$ cat src/rtl/bcd_timer_chain.sv
// bcd_timer_chain: BCD digit chain with per-digit modulus and an IDLE/RUN/DONE control FSM.
// It counts down from a loaded target, or up to it, on qualified ticks.
// Ports:
//   clk, reset (async, active-high)
//   tick, main_enable: count strobe and its qualifier
//   load, start, stop, up_mode: control inputs
//   prog: packed BCD target
//   count: packed BCD time
//   running, expired: status
//   done_pulse: one-cycle terminal strobe
// Build option: define TIMER_AUTORELOAD_EN to make the chain reload on terminal instead of stopping.
module bcd_timer_chain #(
    parameter int                      NUM_DIGITS = 4,
    parameter logic [4*NUM_DIGITS-1:0] DIGIT_MAX  = 16'h5959
) (
    input  logic                    clk,
    input  logic                    reset,
    input  logic                    tick,
    input  logic                    main_enable,
    input  logic                    load,
    input  logic                    start,
    input  logic                    stop,
    input  logic                    up_mode,
    input  logic [4*NUM_DIGITS-1:0] prog,
    output logic [4*NUM_DIGITS-1:0] count,
    output logic                    running,
    output logic                    done_pulse,
    output logic                    expired
);

    localparam int W = 4 * NUM_DIGITS;

    localparam logic [1:0] IDLE = 2'd0;
    localparam logic [1:0] RUN  = 2'd1;
    localparam logic [1:0] DONE = 2'd2;

    logic [1:0]   state;
    logic [W-1:0] target;
    logic         mode;

    logic [W-1:0] prog_clamped;
    logic [W-1:0] count_step;
    logic [W-1:0] terminal;
    logic [W-1:0] load_val;
    logic         at_term;
    logic         step_term;
    logic         chain;
    logic [3:0]   dig;
    logic [3:0]   dmax;

    // Digits above their modulus are pulled down to it.
    always_comb begin
        prog_clamped = '0;
        for (int i = 0; i < NUM_DIGITS; i++) begin
            if (prog[4*i +: 4] > DIGIT_MAX[4*i +: 4])
                prog_clamped[4*i +: 4] = DIGIT_MAX[4*i +: 4];
            else
                prog_clamped[4*i +: 4] = prog[4*i +: 4];
        end
    end

    // Ripple borrow (down) or carry (up) through the digits.
    // A digit steps only while every lower digit sits at its wrap point.
    always_comb begin
        count_step = count;
        chain      = 1'b1;
        dig        = 4'd0;
        dmax       = 4'd0;
        for (int i = 0; i < NUM_DIGITS; i++) begin
            dig  = count[4*i +: 4];
            dmax = DIGIT_MAX[4*i +: 4];
            if (chain) begin
                if (mode)
                    count_step[4*i +: 4] = (dig == dmax) ? 4'd0 : dig + 4'd1;
                else
                    count_step[4*i +: 4] = (dig == 4'd0) ? dmax : dig - 4'd1;
            end
            chain = chain & (mode ? (dig == dmax) : (dig == 4'd0));
        end
    end

    assign terminal  = mode ? target : '0;
    assign at_term   = (count == terminal);
    assign step_term = (count_step == terminal);
    assign load_val  = up_mode ? '0 : prog_clamped;

`ifdef TIMER_AUTORELOAD_EN
    logic [W-1:0] reload_val;
    assign reload_val = mode ? '0 : target;
`endif

    always_ff @(posedge clk or posedge reset) begin
        if (reset) begin
            state      <= IDLE;
            target     <= '0;
            mode       <= 1'b0;
            count      <= '0;
            done_pulse <= 1'b0;
        end else begin
            done_pulse <= 1'b0;
            if (load) begin
                target <= prog_clamped;
                mode   <= up_mode;
                count  <= load_val;
                state  <= IDLE;
            end else begin
                unique case (state)
                    IDLE: begin
                        // A tick arriving with start is not counted.
                        if (start && !at_term)
                            state <= RUN;
                    end
                    RUN: begin
                        if (stop) begin
                            state <= IDLE;
                        end else if (tick && main_enable) begin
`ifdef TIMER_AUTORELOAD_EN
                            if (at_term) begin
                                count <= reload_val;
                            end else begin
                                count <= count_step;
                                if (step_term)
                                    done_pulse <= 1'b1;
                            end
`else
                            count <= count_step;
                            if (step_term) begin
                                state      <= DONE;
                                done_pulse <= 1'b1;
                            end
`endif
                        end
                    end
                    DONE: begin
                        state <= DONE;
                    end
                    default: begin
                        state <= IDLE;
                    end
                endcase
            end
        end
    end

    assign running = (state == RUN);
    assign expired = (state == DONE);

endmodule

$ cat config.mk
export PLATFORM = sky130hd
export DESIGN_NAME = bcd_timer_chain
export DESIGN_NICKNAME = d
export VERILOG_FILES = /design/src/rtl/bcd_timer_chain.sv
export SDC_FILE = /design/constraint.sdc
export NUM_CORES = 1
export LEC_CHECK = 0
export ABC_AREA = 1
export BUFFER_PORTS_ARGS = -buffer_cell sky130_fd_sc_hd__buf_4
export CAP_MARGIN = 20
export CORE_MARGIN = 2
export CORE_UTILIZATION = 54
export CTS_BUF_LIST = sky130_fd_sc_hd__clkbuf_2
export CTS_CLUSTER_SIZE = 14
export DETAILED_ROUTE_END_ITERATION = 10
export GPL_TIMING_DRIVEN = 0
export PLACE_DENSITY = 0.78
export SYNTH_ARGS = -nofsm -noshare
export SYNTH_HDL_FRONTEND = slang
export SYNTH_SLANG_ARGS = --single-unit
$ cat constraint.sdc
create_clock -name clk -period 1.9 [get_ports clk]
set_input_delay 0.285 -clock clk [delete_from_list [all_inputs] [get_ports clk]]
set_output_delay 0.285 -clock clk [all_outputs]
set_load 0.005 [all_outputs]
==> results.py <==
metrics = {
    "sta": {
        "slew_viol_final": 0,
        "final-setup-viol-count": 3,
        "hold_violations": 0,
        "rsz0062_at_grt": "yes",
        "clock_skew_ns": 0.0284,
        "fin_crit_sh_pct": 108,
        "maxSlewHeadroom_pct": 45.6,
        "fmax_mhz": 485,
        "worstMarginPinSlew_ns": 0.814,
        "final.setup.worst_slack_ns": -0.161,
        "finalCriticalPeriod_ns": 2.06,
    },
    "synthesis": {
        "ys_warn_count": 0,
        "syn-num-nets": 528,
        "ys_ff_latch": 36,
        "synth_edf_count": 0,
        "synth_area_leader_cell": "dfrtp_1",
        "ys_seq_area_share_pct": 29.2,
        "synth_area_sq_um": 3090,
        "avgSynthCellArea_sq_um": 6.13,
        "synth-main-ff-cell": "dfrtp_1",
        "ys_types": 32,
        "yosysTopAreaCellShare_pct": 29.2,
        "yosys-top-cells-area": "dfrtp_1 (29%), nand2_1 (23%), nand3_1 (7.8%), nor2_1 (5.7%), inv_1 (5.3%)",
        "syn-instance-count": 504,
        "synth-async-reset-ratio_pct": 100,
    },
    "run_status": {
        "outcome": "complete, but fails checks",
        "violations": "negative setup slack",
    },
    "die": {
        "die_w_um": 79.6,
        "die_y_um": 79.6,
        "coreArea_sq_um": 5510,
        "start_util_pct": 56.1,
        "io_pins": 43,
        "fp-row-count": 27,
        "die_area_sq_um": 6340,
    },
    "global_routing": {
        "track_usage_pct": 32.6,
        "overflow": 0,
        "grt_use_met1_pct": 43.1,
        "met3_usage_pct": 7.81,
        "grt_max_degree": 37,
        "grt_pass1_wl_mm": 15.8,
        "antenna_found_initial": 0,
        "use_met2_pct": 51.4,
        "grt_pass1_vias": 3329,
        "top_usage_layer": "met2",
    },
    "clocking": {
        "tritoncts": "yes",
        "clock_sinks": 36,
        "clk_latency_ns": 0.42,
        "cts_hold_buf": 0,
        "clockRootBuffer": "clkbuf_2",
        "cts_made_buffers": 5,
        "h-tree-depth": 2,
        "clk_pin_slew_worst_paths_ns": 0.21,
        "clockBufferDepth": 2,
    },
    "worst_setup_path": {
        "worstPathRequired_ns": 2.27,
        "path_max_fanout": 5,
        "critPathLaunchType": "register",
        "end_kind": "register",
        "path_class": "reg2reg",
        "critical_path_arrival_ns": 2.43,
    },
    "power": {
        "power.total_mw": 2.60,
        "max-vdd-ir-drop_v": 0.000391,
        "p_leak_nw": 2.09,
        "p_per_area_nw_per_um2": 665,
    },
    "flow_run": {
        "maxCapViolCount": 0,
    },
    "detailed_routing": {
        "ant_nets": 0,
        "dr.pass1.iters": 5,
        "num_vias": 3705,
        "initialDrtViolationCount": 292,
        "wirelength_mm": 9.99,
        "wl_per_cell_um": 15.3,
        "via_per_inst": 5.68,
        "remaining_drc_errors": 0,
    },
    "placement": {
        "gp_congestion": 0.946,
        "hpwl_mm": 6.86,
        "dpl_cell_area_sq_um": 3490,
        "io_buffers": 41,
        "post-place-ws_ns": -0.488,
        "placed_cells": 617,
    },
    "cells_and_area": {
        "drive_gt1_share_pct": 27.6,
        "fin_area_sq_um": 3910,
        "n_antenna_cell": 0,
        "fin_nets": 603,
        "stdcell_count": 652,
        "synthToLayoutAreaGrowth_pct": 26.7,
    },
    "min_path": {
        "hp-class": "in2async",
    },
}
## cells by family after synthesis
group,Yosys count,synth area share (%)
AOI/OAI and AO/OA,59,10.7
xor gates and xnor gates,12,3.40
buffers and inverters,73,10.1
DFF,36,29.2
and+or+nand+nor,324,46.7
## cells in the mapped netlist, drive strengths merged, types with 2 or more instances
cell type,instances
nand2,200
inv,56
nor2,54
nand3,53
dfrtp,36
o21ai,30
a21oi,15
xor2,12
buf,11
nand4,11
nor3,6
clkbuf,5
o211ai,3
o221ai,3
o22ai,3
a21o,2
## state kept, by name (all words and copies together) (netlist names)
| name | count |
|---|---|
| state | 2 |
| count | 16 |
| mode | 1 |
| target | 16 |
| done_pulse | 1 |
## area by class of cell
| cell class | count | area, sq um |
|---|---|---|
| multi-input combinational | 395 | 2000 |
| fill | 488 | 1590 |
| sequential | 36 | 912 |
| timing repair buffer | 70 | 526 |
| inverter | 57 | 219 |
| buffer | 14 | 126 |
| tap | 72 | 90.1 |
| clock buffer | 7 | 35.0 |
| clock inverter | 1 | 3.75 |
## power by group
| part | switching (mW) | internal [mW] | total [mW] |
|---|---|---|---|
| sequential | 0.0821 | 0.839 | 0.921 |
| clock | 0.281 | 0.0983 | 0.379 |
| combinational | 0.783 | 0.520 | 1.30 |
| total | 1.15 | 1.46 | 2.60 |
## critical path, cell delays in order (launching register included)
cell and delay [ns]:
dfrtp_2 0.51, nor2_4 0.14, nand2_2 0.09, nand2_4 0.10, nand2_8 0.07, inv_2 0.09
nand2_2 0.10, nand2_1 0.08, nand3_1 0.10, nand2_2 0.11, nand2_1 0.08, nor3_2 0.20
nand3_2 0.13, nand2_1 0.08, nand2_1 0.04, nand2_1 0.06
## cell usage in the layout, fill, tap and decap left out, types with 4 or more instances in the layout
cell	n
nand3_2	5
nand4_1	11
nor2_1	38
a21oi_1	11
dfrtp_2	9
nor2_4	7
xor2_1	10
inv_2	13
dfrtp_1	27
nor3_1	4
nor2_2	8
clkbuf_2	7
nand2_2	12
nand2_4	6
o21ai_0	26
nand2_1	181
buf_4	71
clkbuf_1	4
a21oi_2	4
nand3_1	48
inv_1	41
## metrics by stage
step | utilization [%] | hold slack [ns] | TNS, ns
after detailed placement | 63.3 | 0.469 | -5.74
after global routing | 71.1 | 0.0389 | -0.994
after global placement | 63.3 | 0.464 | -5.48
final | 71.1 | 0.000609 | -0.392
after floorplan | - | 0.408 | 0
after CTS | 69.6 | 0.0228 | -0.367
## final timing paths
kind | from | endpoint | slack (ns) | cells past startpoint
worst min-delay path | reset | target[6] | 0.0006 | 2
worst max-delay path | count[3] | state[0] | -0.16 | 15
min in group clk | prog[9] | target[9] | 0.08 | 3
max in group asynchronous | reset | count[1] | 1.31 | 2
worst max register to register | count[3] | state[0] | -0.16 | 15
worst min register to register | target[7] | target[7] | 0.51 | 2
## layer usage
layer / wire, um / up-vias
li1: - / 1765
met1: 4210 / 1705
met2: 4550 / 200
met3: 896 / 35
met4: 339 / 0
met5: 0 / -
## what timing repair did
| action | CTS | global route |
|---|---|---|
| pin swaps | 12 | 4 |
| resized for setup | 37 | 25 |
| buffers inserted | 26 | 3 |
| setup endpoints to repair | 17 | 16 |
Power figures use the tool's default switching activity.
